**config.mk**
```make
export PLATFORM = sky130hd
export DESIGN_NAME = mem_access_unit_flat
export DESIGN_NICKNAME = d
export VERILOG_FILES = /design/src/rtl/mem_pkg.sv /design/src/rtl/mem_access_unit_if.sv /design/src/rtl/mem_lane_align.sv /design/src/rtl/mem_access_unit.sv /design/src/flat_wrapper.sv
export SDC_FILE = /design/constraint.sdc
export NUM_CORES = 1
export LEC_CHECK = 0
export ABC_AREA = 1
export CELL_PAD_IN_SITES_DETAIL_PLACEMENT = 0
export CELL_PAD_IN_SITES_GLOBAL_PLACEMENT = 1
export CORE_MARGIN = 2
export CORE_UTILIZATION = 35
export CTS_BUF_LIST = sky130_fd_sc_hd__clkbuf_2 sky130_fd_sc_hd__clkbuf_4 sky130_fd_sc_hd__clkbuf_8
export DETAILED_ROUTE_END_ITERATION = 7
export PLACE_DENSITY = 0.89
export SYNTH_ARGS = -nofsm -noshare
export SYNTH_HDL_FRONTEND = slang
export SYNTH_SLANG_ARGS = --single-unit
export TNS_END_PERCENT = 100
```
**constraint.sdc**
```tcl
create_clock -name Clk -period 3.4 [get_ports Clk]
set_input_delay 0.68 -clock Clk [delete_from_list [all_inputs] [get_ports Clk]]
set_output_delay 0.68 -clock Clk [all_outputs]
set_load 0.05 [all_outputs]
```
**src/rtl/mem_pkg.sv**
```systemverilog
// Shared constants for the MEM-stage access unit: access-size encodings,
// FSM state encoding and the alignment rule used when MEM_ALIGN_CHECK_EN is defined.
package mem_pkg;

    typedef enum logic [1:0] {
        SZ_NONE = 2'b00,
        SZ_WORD = 2'b01,
        SZ_HALF = 2'b10,
        SZ_BYTE = 2'b11
    } mem_size_e;

    typedef enum logic {
        ST_IDLE = 1'b0,
        ST_BUSY = 1'b1
    } mem_state_e;

    localparam int unsigned DATA_W = 32;

    function automatic logic is_misaligned(mem_size_e size, logic [1:0] lane);
        logic bad;
        bad = 1'b0;
        case (size)
            SZ_WORD: bad = (lane != 2'b00);
            SZ_HALF: bad = lane[0];
            default: bad = 1'b0;
        endcase
        return bad;
    endfunction

endpackage

```
**src/rtl/mem_access_unit_if.sv**
```systemverilog
// Data-memory request/response bus between the MEM-stage access unit (master)
// and the data memory (slave).
interface mem_access_unit_if;
    logic        dmem_req;
    logic        dmem_we;
    logic [31:0] dmem_addr;
    logic [3:0]  dmem_be;
    logic [31:0] dmem_wdata;
    logic [31:0] dmem_rdata;
    logic        dmem_ready;

    modport master (
        output dmem_req, dmem_we, dmem_addr, dmem_be, dmem_wdata,
        input  dmem_rdata, dmem_ready
    );

    modport slave (
        input  dmem_req, dmem_we, dmem_addr, dmem_be, dmem_wdata,
        output dmem_rdata, dmem_ready
    );
endinterface

```
**src/rtl/mem_lane_align.sv**
```systemverilog
// Combinational lane steering: byte enables and replicated store data for the
// outgoing access, and lane selection plus sign extension for returning load data.
module mem_lane_align
    import mem_pkg::*;
(
    input  mem_size_e   size,
    input  logic [1:0]  lane,
    input  logic [31:0] store_data,
    input  logic [31:0] load_word,
    output logic [3:0]  be,
    output logic [31:0] wdata,
    output logic [31:0] load_data
);

    logic [15:0] half_v;
    logic [7:0]  byte_v;

    always_comb begin
        be        = 4'b0000;
        wdata     = store_data;
        load_data = load_word;
        half_v    = lane[1] ? load_word[31:16] : load_word[15:0];
        byte_v    = load_word[{lane, 3'b000} +: 8];
        case (size)
            SZ_WORD: begin
                be        = 4'b1111;
                wdata     = store_data;
                load_data = load_word;
            end
            SZ_HALF: begin
                be        = lane[1] ? 4'b1100 : 4'b0011;
                wdata     = {2{store_data[15:0]}};
                load_data = {{16{half_v[15]}}, half_v};
            end
            SZ_BYTE: begin
                be        = 4'b0001 << lane;
                wdata     = {4{store_data[7:0]}};
                load_data = {{24{byte_v[7]}}, byte_v};
            end
            default: begin
                be        = 4'b0000;
                wdata     = store_data;
                load_data = load_word;
            end
        endcase
    end

endmodule

```
**src/rtl/mem_access_unit.sv**
```systemverilog
// MEM-stage access unit: sequences one data-memory access per instruction and
// registers the MEM/WB results. Define MEM_ALIGN_CHECK_EN to trap misaligned half/word accesses.
//
// state   | meaning
// --------+-------------------------------------------------------------
// ST_IDLE | no access outstanding; non-memory ops pass straight to WB
// ST_BUSY | dmem request held on the bus until dmem_ready
module mem_access_unit
    import mem_pkg::*;
(
    input  logic        Clk,
    input  logic        Reset,
    input  logic [31:0] ALUResult_MEM,
    input  logic [31:0] rt_Register_Value_MEM,
    input  logic [4:0]  RegDst1Result_MEM,
    input  logic [1:0]  MemRead_MEM,
    input  logic [1:0]  MemWrite_MEM,
    input  logic        MemToReg_MEM,
    input  logic        RegWrite_MEM,
    mem_access_unit_if.master dmem,
    output logic        Stall_MEM,
    output logic [31:0] ReadData_WB,
    output logic [31:0] ALUResult_WB,
    output logic [4:0]  RegDst1Result_WB,
    output logic        MemToReg_WB,
    output logic        RegWrite_WB
`ifdef MEM_ALIGN_CHECK_EN
    ,
    output logic        Misalign_MEM
`endif
);

    mem_state_e  state;
    logic        is_store;
    logic        mem_op;
    logic        misaligned;
    logic        go_busy;
    mem_size_e   op_size;
    logic [3:0]  lane_be;
    logic [31:0] lane_wdata;
    logic [31:0] lane_load;

    // A store wins when both read and write sizes are set.
    assign is_store = (MemWrite_MEM != 2'b00);
    assign mem_op   = is_store || (MemRead_MEM != 2'b00);
    assign op_size  = is_store ? mem_size_e'(MemWrite_MEM) : mem_size_e'(MemRead_MEM);

`ifdef MEM_ALIGN_CHECK_EN
    assign misaligned = mem_op && is_misaligned(op_size, ALUResult_MEM[1:0]);
`else
    assign misaligned = 1'b0;
`endif

    assign go_busy   = (state == ST_IDLE) && mem_op && !misaligned;
    assign Stall_MEM = go_busy || ((state == ST_BUSY) && !dmem.dmem_ready);

    // EX/MEM is frozen while stalled, so the live inputs still describe the op in BUSY.
    mem_lane_align u_lane_align (
        .size       (op_size),
        .lane       (ALUResult_MEM[1:0]),
        .store_data (rt_Register_Value_MEM),
        .load_word  (dmem.dmem_rdata),
        .be         (lane_be),
        .wdata      (lane_wdata),
        .load_data  (lane_load)
    );

    always_ff @(posedge Clk or negedge Reset) begin
        if (!Reset) begin
            state            <= ST_IDLE;
            dmem.dmem_req    <= 1'b0;
            dmem.dmem_we     <= 1'b0;
            dmem.dmem_addr   <= 32'h0;
            dmem.dmem_be     <= 4'b0000;
            dmem.dmem_wdata  <= 32'h0;
            ReadData_WB      <= 32'h0;
            ALUResult_WB     <= 32'h0;
            RegDst1Result_WB <= 5'd0;
            MemToReg_WB      <= 1'b0;
            RegWrite_WB      <= 1'b0;
`ifdef MEM_ALIGN_CHECK_EN
            Misalign_MEM     <= 1'b0;
`endif
        end else begin
`ifdef MEM_ALIGN_CHECK_EN
            Misalign_MEM <= 1'b0;
`endif
            case (state)
                ST_IDLE: begin
                    if (go_busy) begin
                        state           <= ST_BUSY;
                        dmem.dmem_req   <= 1'b1;
                        dmem.dmem_we    <= is_store;
                        dmem.dmem_addr  <= {ALUResult_MEM[31:2], 2'b00};
                        dmem.dmem_be    <= lane_be;
                        dmem.dmem_wdata <= lane_wdata;
                        MemToReg_WB     <= 1'b0;
                        RegWrite_WB     <= 1'b0;
                    end else if (mem_op) begin
                        MemToReg_WB  <= 1'b0;
                        RegWrite_WB  <= 1'b0;
`ifdef MEM_ALIGN_CHECK_EN
                        Misalign_MEM <= 1'b1;
`endif
                    end else begin
                        ALUResult_WB     <= ALUResult_MEM;
                        RegDst1Result_WB <= RegDst1Result_MEM;
                        MemToReg_WB      <= MemToReg_MEM;
                        RegWrite_WB      <= RegWrite_MEM;
                    end
                end
                ST_BUSY: begin
                    if (dmem.dmem_ready) begin
                        state            <= ST_IDLE;
                        dmem.dmem_req    <= 1'b0;
                        dmem.dmem_we     <= 1'b0;
                        dmem.dmem_be     <= 4'b0000;
                        ALUResult_WB     <= ALUResult_MEM;
                        RegDst1Result_WB <= RegDst1Result_MEM;
                        MemToReg_WB      <= MemToReg_MEM;
                        RegWrite_WB      <= RegWrite_MEM;
                        if (!is_store) begin
                            ReadData_WB <= lane_load;
                        end
                    end else begin
                        MemToReg_WB <= 1'b0;
                        RegWrite_WB <= 1'b0;
                    end
                end
                default: state <= ST_IDLE;
            endcase
        end
    end

endmodule

```
**src/flat_wrapper.sv**
```systemverilog
// flat-port wrapper written by rule: the top's interface ports become plain ports
module mem_access_unit_flat import mem_pkg::*;
  (Clk, Reset, ALUResult_MEM, rt_Register_Value_MEM, RegDst1Result_MEM, MemRead_MEM, MemWrite_MEM, MemToReg_MEM, RegWrite_MEM, Stall_MEM, ReadData_WB, ALUResult_WB, RegDst1Result_WB, MemToReg_WB, RegWrite_WB, dmem_dmem_req, dmem_dmem_we, dmem_dmem_addr, dmem_dmem_be, dmem_dmem_wdata, dmem_dmem_rdata, dmem_dmem_ready);
  mem_access_unit_if dmem_i ();
  input  logic Clk;
  input  logic Reset;
  input  logic [31:0] ALUResult_MEM;
  input  logic [31:0] rt_Register_Value_MEM;
  input  logic [4:0] RegDst1Result_MEM;
  input  logic [1:0] MemRead_MEM;
  input  logic [1:0] MemWrite_MEM;
  input  logic MemToReg_MEM;
  input  logic RegWrite_MEM;
  output logic Stall_MEM;
  output logic [31:0] ReadData_WB;
  output logic [31:0] ALUResult_WB;
  output logic [4:0] RegDst1Result_WB;
  output logic MemToReg_WB;
  output logic RegWrite_WB;
  output wire logic [$bits(dmem_i.dmem_req)-1:0] dmem_dmem_req;
  output wire logic [$bits(dmem_i.dmem_we)-1:0] dmem_dmem_we;
  output wire logic [$bits(dmem_i.dmem_addr)-1:0] dmem_dmem_addr;
  output wire logic [$bits(dmem_i.dmem_be)-1:0] dmem_dmem_be;
  output wire logic [$bits(dmem_i.dmem_wdata)-1:0] dmem_dmem_wdata;
  input wire logic [$bits(dmem_i.dmem_rdata)-1:0] dmem_dmem_rdata;
  input wire logic [$bits(dmem_i.dmem_ready)-1:0] dmem_dmem_ready;
  assign dmem_dmem_req = dmem_i.dmem_req;
  assign dmem_dmem_we = dmem_i.dmem_we;
  assign dmem_dmem_addr = dmem_i.dmem_addr;
  assign dmem_dmem_be = dmem_i.dmem_be;
  assign dmem_dmem_wdata = dmem_i.dmem_wdata;
  assign dmem_i.dmem_rdata = dmem_dmem_rdata;
  assign dmem_i.dmem_ready = dmem_dmem_ready;
  mem_access_unit u_core (.Clk(Clk), .Reset(Reset), .ALUResult_MEM(ALUResult_MEM), .rt_Register_Value_MEM(rt_Register_Value_MEM), .RegDst1Result_MEM(RegDst1Result_MEM), .MemRead_MEM(MemRead_MEM), .MemWrite_MEM(MemWrite_MEM), .MemToReg_MEM(MemToReg_MEM), .RegWrite_MEM(RegWrite_MEM), .dmem(dmem_i), .Stall_MEM(Stall_MEM), .ReadData_WB(ReadData_WB), .ALUResult_WB(ALUResult_WB), .RegDst1Result_WB(RegDst1Result_WB), .MemToReg_WB(MemToReg_WB), .RegWrite_WB(RegWrite_WB));
endmodule
```
==> flow_summary.html, run 1 <==
<table>
<tr><th>Metric</th><th>Value</th></tr>
<tr><th colspan="2">Die</th></tr>
<tr><td>Core box area</td><td>18100 sq um</td></tr>
<tr><td>Horiz. Die Dim</td><td>140 um</td></tr>
<tr><td>Initial standard-cell utilization of the core</td><td>0.360</td></tr>
<tr><td>Number of standard-cell rows in the floorplan</td><td>49</td></tr>
<tr><td>Die footprint</td><td>19700 sq um</td></tr>
<tr><td>Die Y-Extent</td><td>140 um</td></tr>
<tr><td>I/O Pins</td><td>252</td></tr>
<tr><th colspan="2">Clock network</th></tr>
<tr><td>Number of clock sinks</td><td>140</td></tr>
<tr><td>Post-cts gate resize count</td><td>0</td></tr>
<tr><td>Buffers inserted during post-CTS setup optimization</td><td>0</td></tr>
<tr><td>CTS tree</td><td>built</td></tr>
<tr><td>Worst skew pair latency</td><td>0.45 ns</td></tr>
<tr><td>Clock transition at the registers of the reported paths</td><td>0.08 ns</td></tr>
<tr><td>H-tree depth reported by CTS</td><td>4</td></tr>
<tr><td>CTS max path bufs</td><td>2</td></tr>
<tr><td>Count of hold-fix buffers inserted at cts</td><td>0</td></tr>
<tr><td>Root cell of the clock tree</td><td>clkbuf_8</td></tr>
<tr><td>CTS Buf Count</td><td>17</td></tr>
<tr><th colspan="2">Timing</th></tr>
<tr><td>Crit path setup slack, layout</td><td>0.708 ns</td></tr>
<tr><td>Setup repair after global routing missed its margin</td><td>no</td></tr>
<tr><td>Total count of max-transition violations in the final report</td><td>0</td></tr>
<tr><td>Transition time of the tightest slew-check pin</td><td>0.676 ns</td></tr>
<tr><td>Final Cycle Share</td><td>0.792</td></tr>
<tr><td>Total negative setup slack</td><td>0 ns</td></tr>
<tr><td>Post-route clock skew</td><td>0.0101 ns</td></tr>
<tr><td>Minimum hold slack</td><td>0.212 ns</td></tr>
<tr><td># setup viols final</td><td>0</td></tr>
<tr><td>Relative max-transition margin</td><td>0.549</td></tr>
<tr><td>Final count of hold timing violations</td><td>0</td></tr>
<tr><td>Maximum clock rate</td><td>371 MHz</td></tr>
<tr><td>Final worst path period need</td><td>2.69 ns</td></tr>
<tr><th colspan="2">Layout</th></tr>
<tr><td>Fraction of layout cells with a size suffix above 1</td><td>0.0742</td></tr>
<tr><td>Number of fill cells</td><td>1747</td></tr>
<tr><td>Sequential standard cell area</td><td>3500 sq um</td></tr>
<tr><td>Post-layout util</td><td>0.527</td></tr>
<tr><td>Nets@finish</td><td>1162</td></tr>
<tr><td>Area Overhead vs Synth</td><td>46.5%</td></tr>
<tr><td>Diode count</td><td>0</td></tr>
<tr><td>Leading cell type in the layout, fill and taps excluded</td><td>clkdlybuf4s50_1</td></tr>
<tr><td>Area of the multi-input gates</td><td>2320 sq um</td></tr>
<tr><td>Commonest non-fill, non-tap cells in the layout</td><td>clkdlybuf4s50_1 (247), nand2_1 (241), dfrtp_1 (140)</td></tr>
<tr><td>Area of all placed cells without fillers</td><td>9530 sq um</td></tr>
<tr><th colspan="2">Logic synthesis</th></tr>
<tr><td>Number of synthesized register bits</td><td>140</td></tr>
<tr><td>Average size of a mapped cell</td><td>7.97 sq um</td></tr>
<tr><td>Number of unique standard cell types used by synthesis</td><td>28</td></tr>
<tr><td>Instance count of the mapped netlist</td><td>816</td></tr>
<tr><td>Synthesized cell area</td><td>6500 sq um</td></tr>
<tr><td>Yosys warns</td><td>0</td></tr>
<tr><td>Seq/Total Area, Yosys</td><td>0.539</td></tr>
<tr><th colspan="2">Placed design</th></tr>
<tr><td>Buffers added on ports</td><td>249</td></tr>
<tr><td>Final RePlAce weighted congestion</td><td>0.798</td></tr>
<tr><td>Setup slack at placement</td><td>0.583 ns</td></tr>
<tr><td>Placed inst area</td><td>9140 sq um</td></tr>
<tr><td>Placed wire-length estimate after detailed placement</td><td>13.8 mm</td></tr>
<tr><th colspan="2">Job</th></tr>
<tr><td>Max-capacitance violation count</td><td>0</td></tr>
<tr><th colspan="2">Critical path</th></tr>
<tr><td>Top fanout value on the critical path</td><td>24</td></tr>
<tr><td>Required time reported for the critical path endpoint</td><td>2.72 ns</td></tr>
<tr><td>CP arrival</td><td>2.01 ns</td></tr>
<tr><td>Critical path launch point type</td><td>primary input</td></tr>
<tr><td>CP peak stage delay</td><td>0.57 ns</td></tr>
<tr><td>Critical Path Slowest Stage Cell</td><td>clkdlybuf4s50_1</td></tr>
<tr><td>Kind of critical path</td><td>in2out</td></tr>
<tr><td>Type of destination of the critical path</td><td>output port</td></tr>
<tr><td>Critical Path, Cell by Cell</td><td>clkdlybuf4s50_1, nand2_2, nand2_4, nor2_4, a21oi_4, buf_12</td></tr>
<tr><th colspan="2">Status</th></tr>
<tr><td>Run status</td><td>complete, no violations</td></tr>
<tr><th colspan="2">Detailed routing</th></tr>
<tr><td>Antenna viol nets, final</td><td>0</td></tr>
<tr><td>Final routed DRC violation total</td><td>0</td></tr>
<tr><td>Wire length after detailed routing</td><td>19.3 mm</td></tr>
<tr><td>Detail-routed net length per standard cell</td><td>14.9 um</td></tr>
<tr><td>Detailed-route vias per instance</td><td>4.62</td></tr>
<tr><td>Via count</td><td>5975</td></tr>
<tr><td>Initial DRC count</td><td>313</td></tr>
<tr><td>Count of TritonRoute iterations in the first routing pass</td><td>5</td></tr>
<tr><th colspan="2">Pwr</th></tr>
<tr><td>Peak supply drop</td><td>0.274 mV</td></tr>
<tr><td>Pwr per Cell Area</td><td>654 nW/um^2</td></tr>
<tr><td>Leak pwr</td><td>4.66 nW</td></tr>
<tr><th colspan="2">Global routing</th></tr>
<tr><td>Remaining global-route overflow</td><td>0</td></tr>
<tr><td>Number of global-route vias before repair</td><td>5695</td></tr>
<tr><td>Antenna violations before repair</td><td>0</td></tr>
<tr><td>Global-route wire length before repair</td><td>30.8 mm</td></tr>
<tr><td>Total global routing track utilization</td><td>0.198</td></tr>
<tr><td>Largest net degree at the start of global routing</td><td>92</td></tr>
<tr><th colspan="2">Hold path</th></tr>
<tr><td>Hold WC Path Type</td><td>in2async</td></tr>
</table>
-- Yosys cell counts --
master / n / area (sq um)
nand2_1: 241 / 905
o21a_1: 1 / 7.51
nor2_1: 62 / 233
buf_4: 9 / 67.6
inv_2: 6 / 22.5
nor2_2: 1 / 6.26
nand4_1: 7 / 43.8
or2_1: 4 / 25.0
inv_4: 1 / 6.26
a21oi_1: 12 / 60.1
clkbuf_1: 6 / 22.5
inv_1: 108 / 405
a21oi_4: 1 / 16.3
nand2_2: 6 / 37.5
or2_2: 16 / 100
clkbuf_2: 2 / 10.0
buf_2: 21 / 105
o21ai_0: 104 / 521
o21ai_1: 21 / 105
nand3_1: 32 / 160
or2_0: 1 / 6.26
o211ai_1: 4 / 30.0
conb_1: 1 / 3.75
buf_6: 4 / 45.0
dfrtp_1: 140 / 3500
nand3_2: 1 / 10.0
nor2_4: 2 / 22.5
nand2_4: 2 / 22.5
-- worst paths after layout --
check	cells after the start	to	slack, ns	from
setup / recovery	6	Stall_MEM	0.71	MemRead_MEM[1]
min in group Clk	2	u_core.dmem.dmem_wdata[22]	0.48	u_core.dmem.dmem_wdata[22]
max in group asynchronous	2	u_core.dmem.dmem_wdata[18]	2.41	Reset
setup reg to reg	9	u_core.ReadData_WB[26]	1.60	u_core.state
hold / removal	1	u_core.dmem.dmem_addr[8]	0.21	Reset
hold reg to reg	2	u_core.dmem.dmem_wdata[22]	0.48	u_core.dmem.dmem_wdata[22]
-- flip-flops by register name, indices dropped and copies added, names as in the netlist --
name and cells:
u_core.MemToReg_WB 1, u_core.dmem.dmem_we 1, u_core.RegWrite_WB 1, u_core.dmem.dmem_req 1, u_core.ALUResult_WB 32, u_core.dmem.dmem_addr 30
u_core.dmem.dmem_wdata 32, u_core.state 1, u_core.dmem.dmem_be 4, u_core.ReadData_WB 32, u_core.RegDst1Result_WB 5
-- cells by family (layout without fill, tap and decap cells) --
| logic type | after synthesis | in the layout | synth area share |
|---|---|---|---|
| DFF | 140 | 140 | 0.539 |
| buffers and inverters | 157 | 405 | 0.105 |
| and+or+nand+nor | 375 | 375 | 0.242 |
| AOI/OAI and AO/OA | 143 | 143 | 0.114 |
| other | 1 | 2 | 0.000577 |
-- where the power goes --
| part | switching [mW] | internal, mW | leakage (nW) |
|---|---|---|---|
| sequential | 0.188 | 2.00 | 1.68 |
| clock | 0.743 | 0.605 | 0.190 |
| combinational | 1.81 | 0.894 | 2.78 |
| total | 2.74 | 3.50 | 4.66 |
-- layer usage --
metal / vias to the layer above / track usage / routed length (um)
li1: 2985 / - / -
met2: 226 / 0.304 / 8690
met3: 21 / 0.0513 / 1320
met4: 0 / 0.0627 / 369
met1: 2743 / 0.274 / 8940
met5: - / 0 / 0
-- worst max-delay path: cells and delay by family --
kind,cells,cell delay (ns)
compound gates,1,0.17
buf+inv,2,0.73
simple gates,3,0.43
-- final cells by class --
cell class	count	area share
Sequential cell	140	0.368
Clock inverter	15	0.0164
Clock buffer	17	0.0246
Multi-Input combinational cell	520	0.243
Timing Repair Buffer	258	0.272
Inverter	115	0.0456
Tap cell	229	0.0301
-- stage by stage --
step / power (mW) / std cells
6_report: 6.24 / 1294
5_1_grt: 6.55 / 1294
4_1_cts: 6.30 / 1294
3_5_place_dp: 4.94 / 1262
3_3_place_gp: 4.91 / 1262
2_1_floorplan: 3.90 / 817
No activity file was read; power rests on OpenSTA's default activity.
==> run 2, diff against run 1 <==
--- a/config.mk
+++ b/config.mk
@@ -9,10 +9,10 @@
 export CELL_PAD_IN_SITES_DETAIL_PLACEMENT = 0
 export CELL_PAD_IN_SITES_GLOBAL_PLACEMENT = 1
 export CORE_MARGIN = 2
-export CORE_UTILIZATION = 35
+export CORE_UTILIZATION = 32
 export CTS_BUF_LIST = sky130_fd_sc_hd__clkbuf_2 sky130_fd_sc_hd__clkbuf_4 sky130_fd_sc_hd__clkbuf_8
 export DETAILED_ROUTE_END_ITERATION = 7
-export PLACE_DENSITY = 0.89
+export PLACE_DENSITY = 0.82
 export SYNTH_ARGS = -nofsm -noshare
 export SYNTH_HDL_FRONTEND = slang
 export SYNTH_SLANG_ARGS = --single-unit
==> constraint.sdc (replaced) <==
create_clock -name Clk -period 2.6 [get_ports Clk]
set_input_delay 0.52 -clock Clk [delete_from_list [all_inputs] [get_ports Clk]]
set_output_delay 0.52 -clock Clk [all_outputs]
set_load 0.05 [all_outputs]
==> flow_summary.html, run 2 (synthesis results as in run 1) <==
<table>
<tr><th>Metric</th><th>Value</th></tr>
<tr><th colspan="2">Clock network</th></tr>
<tr><td>Count of hold-fix buffers inserted at cts</td><td>1 (was 0)</td></tr>
<tr><td>Post-cts gate resize count</td><td>0 (unchanged)</td></tr>
<tr><td>CTS max path bufs</td><td>2 (unchanged)</td></tr>
<tr><td>Buffers inserted during post-CTS setup optimization</td><td>0 (unchanged)</td></tr>
<tr><td>H-tree depth reported by CTS</td><td>4 (unchanged)</td></tr>
<tr><td>Number of clock sinks</td><td>140 (unchanged)</td></tr>
<tr><td>CTS Buf Count</td><td>17 (unchanged)</td></tr>
<tr><td>Clock transition at the registers of the reported paths</td><td>0.09 ns (was 0.08 ns)</td></tr>
<tr><td>Worst skew pair latency</td><td>0.45 ns (about the same)</td></tr>
<tr><td>CTS tree</td><td>built (unchanged)</td></tr>
<tr><td>Root cell of the clock tree</td><td>clkbuf_8 (unchanged)</td></tr>
<tr><th colspan="2">Pwr</th></tr>
<tr><td>Peak supply drop</td><td>0.306 mV (was 0.274 mV)</td></tr>
<tr><td>Pwr per Cell Area</td><td>847 nW/um^2 (was 654 nW/um^2)</td></tr>
<tr><td>Leak pwr</td><td>4.73 nW (was 4.66 nW)</td></tr>
<tr><td>Final total power</td><td>8.24 mW (was 6.24 mW)</td></tr>
<tr><th colspan="2">Critical path</th></tr>
<tr><td>Critical path launch point type</td><td>primary input (unchanged)</td></tr>
<tr><td>Type of destination of the critical path</td><td>output port (unchanged)</td></tr>
<tr><td>Top fanout value on the critical path</td><td>9 (was 24)</td></tr>
<tr><td>Start of the worst register-to-register path</td><td>u_core.state (unchanged)</td></tr>
<tr><td>Kind of critical path</td><td>in2out (unchanged)</td></tr>
<tr><td>CP arrival</td><td>1.81 ns (was 2.01 ns)</td></tr>
<tr><td>Startpoint of the worst setup timing path</td><td>MemRead_MEM[1] (unchanged)</td></tr>
<tr><td>Endpoint of the lowest-slack register-to-register path</td><td>u_core.ReadData_WB[16] (was u_core.ReadData_WB[26])</td></tr>
<tr><td>Crit path to</td><td>Stall_MEM (unchanged)</td></tr>
<tr><td>Length in cells of the worst reg-to-reg path</td><td>10 (was 9)</td></tr>
<tr><td>Required time reported for the critical path endpoint</td><td>2.08 ns (was 2.72 ns)</td></tr>
<tr><td>Setup slack of the worst register-to-register path</td><td>0.95 ns (was 1.60 ns)</td></tr>
<tr><th colspan="2">Timing</th></tr>
<tr><td>Total count of max-transition violations in the final report</td><td>0 (unchanged)</td></tr>
<tr><td>Crit path setup slack, layout</td><td>0.266 ns (was 0.708 ns)</td></tr>
<tr><td>Transition time of the tightest slew-check pin</td><td>0.555 ns (was 0.676 ns)</td></tr>
<tr><td>Final worst path period need</td><td>2.33 ns</td></tr>
<tr><td>Final count of hold timing violations</td><td>0 (unchanged)</td></tr>
<tr><td>Maximum clock rate</td><td>428 MHz</td></tr>
<tr><td>Post-route clock skew</td><td>0.00897 ns (was 0.0101 ns)</td></tr>
<tr><td>Relative max-transition margin</td><td>0.629 (was 0.549)</td></tr>
<tr><td>Minimum hold slack</td><td>0.475 ns (was 0.212 ns)</td></tr>
<tr><td>Final Cycle Share</td><td>0.898</td></tr>
<tr><td># setup viols final</td><td>0 (unchanged)</td></tr>
<tr><td>Total negative setup slack</td><td>0 ns (unchanged)</td></tr>
<tr><td>Setup repair after global routing missed its margin</td><td>no (unchanged)</td></tr>
<tr><th colspan="2">Detailed routing</th></tr>
<tr><td>Wire length after detailed routing</td><td>19.8 mm (was 19.3 mm)</td></tr>
<tr><td>Final routed DRC violation total</td><td>0 (unchanged)</td></tr>
<tr><td>Count of TritonRoute iterations in the first routing pass</td><td>7 (was 5)</td></tr>
<tr><td>Detailed-route vias per instance</td><td>4.49 (was 4.62)</td></tr>
<tr><td>Antenna viol nets, final</td><td>0 (unchanged)</td></tr>
<tr><td>Detail-routed net length per standard cell</td><td>14.7 um (was 14.9 um)</td></tr>
<tr><td>Via count</td><td>6048 (was 5975)</td></tr>
<tr><td>Initial DRC count</td><td>292 (was 313)</td></tr>
<tr><th colspan="2">Hold path</th></tr>
<tr><td>Hold WC Path Type</td><td>reg2reg (was in2async)</td></tr>
<tr><th colspan="2">Die</th></tr>
<tr><td>Initial standard-cell utilization of the core</td><td>0.323 (was 0.360)</td></tr>
<tr><td>Die footprint</td><td>21500 sq um (was 19700 sq um)</td></tr>
<tr><td>Horiz. Die Dim</td><td>147 um (was 140 um)</td></tr>
<tr><td>Core box area</td><td>20100 sq um (was 18100 sq um)</td></tr>
<tr><td>Die Y-Extent</td><td>147 um (was 140 um)</td></tr>
<tr><td>I/O Pins</td><td>252 (unchanged)</td></tr>
<tr><td>Number of standard-cell rows in the floorplan</td><td>52 (was 49)</td></tr>
<tr><th colspan="2">Layout</th></tr>
<tr><td>Biggest registers after layout</td><td>u_core.ALUResult_WB: 32 flops, u_core.ReadData_WB: 32 flops, u_core.dmem.dmem_wdata: 32 flops (unchanged)</td></tr>
<tr><td>Area Overhead vs Synth</td><td>49.6% (was 46.5%)</td></tr>
<tr><td>Diode count</td><td>0 (unchanged)</td></tr>
<tr><td>Sequential standard cell area</td><td>3500 sq um (unchanged)</td></tr>
<tr><td>Area of the multi-input gates</td><td>2320 sq um (unchanged)</td></tr>
<tr><td>Leading cell type in the layout, fill and taps excluded</td><td>clkdlybuf4s50_1 (unchanged)</td></tr>
<tr><td>Number of fill cells</td><td>1969 (was 1747)</td></tr>
<tr><td>Fraction of layout cells with a size suffix above 1</td><td>0.0827 (was 0.0742)</td></tr>
<tr><td>Finished Layout Cells</td><td>1346 (was 1294)</td></tr>
<tr><td>Nets@finish</td><td>1173 (was 1162)</td></tr>
<tr><td>Commonest non-fill, non-tap cells in the layout</td><td>clkdlybuf4s50_1 (247), nand2_1 (241), dfrtp_1 (140) (unchanged)</td></tr>
<tr><th colspan="2">Placed design</th></tr>
<tr><td>Final RePlAce weighted congestion</td><td>0.800 (was 0.798)</td></tr>
<tr><td>Buffers added on ports</td><td>249 (unchanged)</td></tr>
<tr><td>Setup slack at placement</td><td>0.233 ns (was 0.583 ns)</td></tr>
<tr><td>Total instance count after detailed placement</td><td>1313 (was 1262)</td></tr>
<tr><td>Placed wire-length estimate after detailed placement</td><td>14.6 mm (was 13.8 mm)</td></tr>
<tr><th colspan="2">Global routing</th></tr>
<tr><td>Total global routing track utilization</td><td>0.187 (was 0.198)</td></tr>
<tr><td>Antenna violations before repair</td><td>0 (unchanged)</td></tr>
<tr><td>Largest net degree at the start of global routing</td><td>92 (unchanged)</td></tr>
<tr><td>Number of global-route vias before repair</td><td>5774 (was 5695)</td></tr>
<tr><td>Global-route wire length before repair</td><td>31.5 mm (was 30.8 mm)</td></tr>
<tr><td>Remaining global-route overflow</td><td>0 (unchanged)</td></tr>
<tr><th colspan="2">Status</th></tr>
<tr><td>Run status</td><td>complete, no violations (unchanged)</td></tr>
<tr><th colspan="2">Job</th></tr>
<tr><td>Max-capacitance violation count</td><td>0 (unchanged)</td></tr>
</table>
==> run 2: cell count changes in the layout (fill, tap and decap cells not counted), sizes merged <==
cell,delta
buf,+10
clkinv,+2
clkinvlp,-1
dlygate4sd3,+1
inv,-1
==> run 2: how the worst min path moves through the flow <==
stage / start / end / slack, ns / depth (start not counted)
2_1_floorplan: Reset / u_core.ALUResult_WB[0] / 0.22 / 0
3_3_place_gp: u_core.dmem.dmem_wdata[22] / u_core.dmem.dmem_wdata[22] / 0.45 / 2
3_5_place_dp: u_core.dmem.dmem_wdata[22] / u_core.dmem.dmem_wdata[22] / 0.46 / 2
4_1_cts: u_core.dmem.dmem_wdata[0] / u_core.dmem.dmem_wdata[0] / 0.48 / 2
5_1_grt: u_core.dmem.dmem_wdata[22] / u_core.dmem.dmem_wdata[22] / 0.50 / 2
6_report: u_core.dmem.dmem_wdata[22] / u_core.dmem.dmem_wdata[22] / 0.48 / 2
==> run 2: final cells by class <==
| class | count | area share |
|---|---|---|
| Multi-Input combinational cell | 520 | 0.238 |
| Clock inverter | 15 | 0.0185 |
| Clock buffer | 17 | 0.0241 |
| Sequential cell | 140 | 0.360 |
| Timing Repair Buffer | 269 | 0.280 |
| Inverter | 115 | 0.0446 |
| Tap cell | 270 | 0.0347 |
==> run 2: layer usage <==
| metal | GRT usage | part of all wire |
|---|---|---|
| met5 | 0 | 0 |
| met4 | 0.0636 | 0.018 |
| met3 | 0.0463 | 0.065 |
| met2 | 0.291 | 0.46 |
| met1 | 0.256 | 0.46 |
==> run 2: critical path, stage by stage <==
cell and delay [ns]:
clkdlybuf4s50_1 0.58, nand2_2 0.10, nand2_4 0.14, nor2_4 0.07, a21oi_4 0.22, buf_12 0.17
==> run 2: where the power goes <==
group	switching (mW)	internal, mW
clock	1.01	0.811
combinational	2.37	1.19
sequential	0.239	2.61
total	3.63	4.61
==> run 2: through the flow <==
stage	utilization	area [sq um]
2_1_floorplan	-	6510
3_3_place_gp	0.463	9300
3_5_place_dp	0.463	9300
4_1_cts	0.484	9730
5_1_grt	0.484	9730
6_report	0.484	9730
